--- src/rtl/mac_stop_mult_pkg.sv ---
// Shared definitions for the matrix-multiply sequencer/multiplier slice:
// default dimensions, derived widths and the sequencer state type.
package mac_stop_mult_pkg;

  // Counter/address width for a matrix dimension; never narrower than one bit
  function automatic int addr_w(input int dim);
    return (dim > 1) ? $clog2(dim) : 1;
  endfunction

  localparam int DEF_M = 4;
  localparam int DEF_K = 4;
  localparam int DEF_N = 4;
  localparam int DEF_W = 32;

  localparam int ROW_A_W = addr_w(DEF_M);
  localparam int COL_A_W = addr_w(DEF_K);
  localparam int ROW_B_W = addr_w(DEF_K);
  localparam int COL_B_W = addr_w(DEF_N);

  // Full-precision product, and the width a downstream accumulator needs
  // to sum K such products without overflow
  localparam int PRODUCT_W = 2 * DEF_W;
  localparam int RESULT_W  = 2 * DEF_W + $clog2(DEF_K);

  typedef enum logic [1:0] {
    IDLE = 2'd0,
    READ = 2'd1,
    MULT = 2'd2,
    DONE = 2'd3
  } state_e;

endpackage

--- src/rtl/mac_stop_mult_addr_gen.sv ---
// Nested i/j/k counters for the matrix walk. k is innermost, then j, then i.
// The counters freeze once the final triple (M-1, N-1, K-1) is reached.
module mac_stop_mult_addr_gen
  import mac_stop_mult_pkg::*;
#(
  parameter int M = DEF_M,
  parameter int K = DEF_K,
  parameter int N = DEF_N
) (
  input  logic                 clk_i,
  input  logic                 reset_i,
  input  logic                 advance_i,
  output logic [addr_w(M)-1:0] i_o,
  output logic [addr_w(K)-1:0] k_o,
  output logic [addr_w(N)-1:0] j_o,
  output logic                 last_o
);

  localparam int IW = addr_w(M);
  localparam int KW = addr_w(K);
  localparam int JW = addr_w(N);

  logic [IW-1:0] i_q, i_d;
  logic [KW-1:0] k_q, k_d;
  logic [JW-1:0] j_q, j_d;
  logic          k_wrap;
  logic          j_wrap;

  assign k_wrap = (k_q == KW'(K - 1));
  assign j_wrap = (j_q == JW'(N - 1));
  assign last_o = k_wrap && j_wrap && (i_q == IW'(M - 1));

  assign i_o = i_q;
  assign k_o = k_q;
  assign j_o = j_q;

  // Next-count logic: k rolls into j, j rolls into i; nothing moves past the last triple
  always_comb begin
    i_d = i_q;
    j_d = j_q;
    k_d = k_q;
    if (advance_i && !last_o) begin
      if (k_wrap) begin
        k_d = '0;
        if (j_wrap) begin
          j_d = '0;
          i_d = i_q + 1'b1;
        end else begin
          j_d = j_q + 1'b1;
        end
      end else begin
        k_d = k_q + 1'b1;
      end
    end
  end

  // Counter registers with synchronous reset
  always_ff @(posedge clk_i) begin
    if (reset_i) begin
      i_q <= '0;
      j_q <= '0;
      k_q <= '0;
    end else begin
      i_q <= i_d;
      j_q <= j_d;
      k_q <= k_d;
    end
  end

endmodule

--- src/rtl/mac_stop_mult.sv ---
// Sequencer and multiplier stage of a matrix-multiply MAC. Walks every (i,j,k)
// triple, reads A[i][k] and B[k][j] from external memories and registers their
// full-width product with a one-cycle valid pulse. do_mac low stalls the walk.
module mac_stop_mult
  import mac_stop_mult_pkg::*;
#(
  parameter int M                      = DEF_M,
  parameter int K                      = DEF_K,
  parameter int N                      = DEF_N,
  parameter int DATA_WIDTH_INIT_MATRIX = DEF_W
) (
  input  logic                                  clk,
  input  logic                                  resetn,
  input  logic                                  do_mac,
  input  logic [DATA_WIDTH_INIT_MATRIX-1:0]     data_in_a,
  input  logic [DATA_WIDTH_INIT_MATRIX-1:0]     data_in_b,
  output logic [addr_w(M)-1:0]                  row_addr_a,
  output logic [addr_w(K)-1:0]                  col_addr_a,
  output logic [addr_w(K)-1:0]                  row_addr_b,
  output logic [addr_w(N)-1:0]                  col_addr_b,
  output logic                                  matrix_a_re,
  output logic                                  matrix_b_re,
  output logic [2*DATA_WIDTH_INIT_MATRIX-1:0]   product_reg,
  output logic                                  mult_done_reg,
  output logic                                  mac_done,
  output logic [addr_w(M)-1:0]                  matrix_a_row_addr_counter_reg,
  output logic [addr_w(K)-1:0]                  matrix_a_col_addr_counter_reg,
  output logic [addr_w(K)-1:0]                  matrix_b_row_addr_counter_reg,
  output logic [addr_w(N)-1:0]                  matrix_b_col_addr_counter_reg
);

  localparam int PW = 2 * DATA_WIDTH_INIT_MATRIX;

  state_e                state_q, state_d;
  logic [PW-1:0]         product_q, product_d;
  logic                  mult_done_q, mult_done_d;
  logic                  read_en;
  logic                  advance;
  logic                  last_triple;
  logic [addr_w(M)-1:0]  i_cnt;
  logic [addr_w(K)-1:0]  k_cnt;
  logic [addr_w(N)-1:0]  j_cnt;

  mac_stop_mult_addr_gen #(
    .M (M),
    .K (K),
    .N (N)
  ) u_addr_gen (
    .clk_i     (clk),
    .reset_i   (resetn),
    .advance_i (advance),
    .i_o       (i_cnt),
    .k_o       (k_cnt),
    .j_o       (j_cnt),
    .last_o    (last_triple)
  );

  assign matrix_a_row_addr_counter_reg = i_cnt;
  assign matrix_a_col_addr_counter_reg = k_cnt;
  assign matrix_b_row_addr_counter_reg = k_cnt;
  assign matrix_b_col_addr_counter_reg = j_cnt;

  assign row_addr_a = i_cnt;
  assign col_addr_a = k_cnt;
  assign row_addr_b = k_cnt;
  assign col_addr_b = j_cnt;

  assign matrix_a_re   = read_en;
  assign matrix_b_re   = read_en;
  assign product_reg   = product_q;
  assign mult_done_reg = mult_done_q;
  assign mac_done      = (state_q == DONE);

  // Sequencer: operands returned during READ are sampled and multiplied at
  // READ's closing edge, so the product and its pulse are visible during MULT;
  // MULT then steps the counters. do_mac low freezes everything in place.
  always_comb begin
    state_d     = state_q;
    product_d   = product_q;
    mult_done_d = 1'b0;
    read_en     = 1'b0;
    advance     = 1'b0;
    case (state_q)
      IDLE: begin
        if (do_mac) begin
          state_d = READ;
        end
      end
      READ: begin
        if (do_mac) begin
          read_en     = 1'b1;
          product_d   = PW'(data_in_a) * PW'(data_in_b);
          mult_done_d = 1'b1;
          state_d     = MULT;
        end
      end
      MULT: begin
        if (do_mac) begin
          advance = 1'b1;
          state_d = last_triple ? DONE : READ;
        end
      end
      DONE: begin
        state_d = DONE;
      end
      default: begin
        state_d = IDLE;
      end
    endcase
  end

  // State, product and pulse registers with synchronous reset
  always_ff @(posedge clk) begin
    if (resetn) begin
      state_q     <= IDLE;
      product_q   <= '0;
      mult_done_q <= 1'b0;
    end else begin
      state_q     <= state_d;
      product_q   <= product_d;
      mult_done_q <= mult_done_d;
    end
  end

endmodule

--- config.mk ---
export PLATFORM = sky130hd
export DESIGN_NAME = mac_stop_mult
export DESIGN_NICKNAME = d
export VERILOG_FILES = /design/src/rtl/mac_stop_mult_pkg.sv /design/src/rtl/mac_stop_mult_addr_gen.sv /design/src/rtl/mac_stop_mult.sv
export SDC_FILE = /design/constraint.sdc
export NUM_CORES = 2
export LEC_CHECK = 0
export ABC_AREA = 1
export CORE_ASPECT_RATIO = 0.8
export CORE_MARGIN = 2
export CORE_UTILIZATION = 33
export CTS_CLUSTER_SIZE = 25
export DETAILED_ROUTE_END_ITERATION = 10
export PLACE_DENSITY = 0.55
export SLEW_MARGIN = 20
export SYNTH_ARGS = -nofsm -noshare
export SYNTH_HDL_FRONTEND = slang
export SYNTH_HIERARCHICAL = 1
export SYNTH_SLANG_ARGS = --single-unit
--- constraint.sdc ---
create_clock -name clk -period 7.4 [get_ports clk]
set_input_delay 1.48 -clock clk [delete_from_list [all_inputs] [get_ports clk]]
set_output_delay 1.48 -clock clk [all_outputs]
set_load 0.02 [all_outputs]
==> reports/metrics.csv <==
metric,value,unit
path_class,in2reg,
synth_nets,6537,
dp_hpwl,103000,um
wl,133000,um
arrival,7880,ps
grt_max_degree,77,
drv_slew,0,
synth.distinct_cells,33,
rsz0062_at_grt,yes,
syn_avg_cell_area,7.29,um^2
finalHoldViolCount,0,
cts_sinks,73,
post-route-period-util,103,%
htreeDepth,3,
cpPeakStageDelay,650,ps
critPathLaunchType,primary input,
syn_inst,5308,
ant_nets,0,
antenna_found_initial,4,
coreArea,0.116,mm^2
timing.fmax,0.131,GHz
fillers,11400,
firstDrtPassIters,6,
cts_made_buffers,9,
min_period,7610,ps
end_kind,flip-flop,
die_y,310,um
violations,negative setup slack,
r2r_slack,4610,ps
die-area,0.120,mm^2
start_util,33.2,%
cts_buffer_depth,2,
wire_per_inst,18.1,um
num_io_pins,151,
status,finished with violations,
area_growth_syn_to_layout,33.7,%
clock_latency,370,ps
worst_slack,-214,ps
synth_warnings,6,
setup_tns,-3920,ps
final_nets,7054,
synth_seq_area_share,3.78,%
vias,33600,
fin_area,0.0517,mm^2
crit_required,7670,ps
num_rows,112,
post-route-drc-count,0,
ys_ff_latch,73,
routed_via_density,4.56,
largest_reg_flops,64,
dieWidth,387,um
crit_fanout,5,
grt_pass1_wl,210000,um
syn_area,0.0387,mm^2
root_buffer,clkbuf_16,
cp_slowest_cell,fa_2,
place_area,0.0449,mm^2
grt_usage,22.9,%
place_congestion,0.902,
io_buffers,150,
slew_headroom,32.0,%
worstHoldPathType,reg2reg,
cts_tree,built,
cts_hold_buf,0,
drive_above_1_share,24.3,%
fin_worst_skew,11.7,ps
worst_slew_pin_slew,1020,ps
grt_pass1_vias,35600,
grt_overflow_total,0,
clk_pin_slew,60,ps
finalSetupViolations,39,
maxCapViolCount,0,
drt_iter0_markers,2515,
[worst max-delay path, delay by kind of cell]
kind | cells | cell delay [ps]
fa+ha+maj | 9 | 4580
simple gates | 9 | 910
buf+inv | 10 | 910
[timing repair]
item                                   4_1_cts  5_1_grt
pin swaps                                  404      321
setup buffers                              137       45
setup endpoints to repair                   54       54
endpoints found under the hold margin        0        0
resized for setup                          959      500
gates cloned                                43        3
[placed cells by master (no fill, tap or decap), types with 7 or more instances in the layout]
| cell | instances |
|---|---|
| buf_12 | 119 |
| a21oi_2 | 23 |
| o21ai_0 | 31 |
| nand2_8 | 10 |
| xnor2_1 | 9 |
| inv_4 | 10 |
| nand4_1 | 11 |
| buf_8 | 21 |
| nand2_4 | 70 |
| ha_4 | 47 |
| nand3_2 | 37 |
| nand2_1 | 1332 |
| inv_1 | 1591 |
| buf_16 | 30 |
| xor2_1 | 7 |
| fa_2 | 98 |
| a21oi_1 | 30 |
| buf_4 | 340 |
| clkdlybuf4s50_1 | 88 |
| dfxtp_1 | 73 |
| inv_2 | 177 |
| ha_1 | 216 |
| nand2_2 | 180 |
| clkbuf_16 | 12 |
| bufbuf_16 | 14 |
| nor2_4 | 44 |
| fa_1 | 798 |
| nor2_1 | 144 |
| o21ai_1 | 11 |
| nor2_2 | 24 |
| buf_6 | 96 |
| a21oi_4 | 12 |
| nand3_1 | 44 |
[worst paths after layout]
check             cells past startpoint              end      startpoint
setup / recovery                     28  product_reg[54]    data_in_a[9]
hold / removal                        2   product_reg[4]  product_reg[4]
setup reg to reg                      7  product_reg[22]      state_q[0]
hold reg to reg                       2   product_reg[4]  product_reg[4]
[per-stage QoR]
step	worst slack [ps]	utilization [%]	cells	hold slack (ps)
2_1_floorplan	16.1	-	5308	476
3_3_place_gp	-1240	38.6	7138	457
3_5_place_dp	-1220	38.6	7138	466
4_1_cts	-185	42.9	7331	482
5_1_grt	-446	44.4	7370	506
6_report	-214	44.4	7370	477
[cell type report]
type	instances	area [um^2]	share of cell area, %
multi-input combinational	3230	32600	63.1
timing repair buffer	729	8700	16.8
inverter	1782	6720	13.0
tap	1539	1930	3.72
sequential	73	1460	2.82
clock buffer	13	270	0.522
clock inverter	3	46.3	0.0895
antenna	1	2.50	0.00484
[kinds of logic (layout without fill, tap and decap cells)]
| kind of cell | count (synthesis) | in the layout | share of synthesized area [%] |
|---|---|---|---|
| buf+inv | 2005 | 2527 | 19.6 |
| compound gates | 127 | 127 | 1.75 |
| flops | 73 | 73 | 3.78 |
| other cells | 0 | 1 | 0 |
| simple gates | 1911 | 1911 | 19.3 |
| xor+xnor | 30 | 30 | 0.679 |
| fa+ha+maj | 1162 | 1162 | 55.0 |
[per-layer routing]
metal	GRT usage (%)	vias to the layer above	share of wire (%)
li1	-	15600	-
met1	32.8	16600	46
met2	34.4	1258	42
met3	6.53	145	9.8
met4	4.82	2	2.1
met5	0	-	0.0098
[Yosys cell counts]
cell type	instances	area, um^2
nor2_2	14	87.6
o21ai_0	40	200
inv_1	1767	6630
and3_1	2	12.5
xnor2_1	19	166
nor2_1	197	739
o21bai_1	9	67.6
xor2_1	11	96.3
nand2_2	5	31.3
nor3_2	3	30.0
nand2_1	1587	5960
o211ai_1	6	45.0
nand4_1	11	68.8
nand3_1	74	370
nor4_1	2	12.5
o21ai_1	4	20.0
a31oi_1	2	12.5
clkbuf_1	205	769
buf_2	3	15.0
nand3_2	10	100
clkinv_1	5	18.8
inv_2	10	37.5
ha_1	266	3330
and2_1	1	6.26
dfxtp_1	73	1460
a211oi_1	1	7.51
buf_4	11	82.6
fa_1	896	17900
a21oi_1	65	325
nor2_4	1	11.3
buf_1	4	15.0
nor3_1	3	15.0
nor4_2	1	12.5
Power is left out: the tool's default activity adds up to more than one toggle a clock period on the data nets, which glitch-free logic cannot reach.
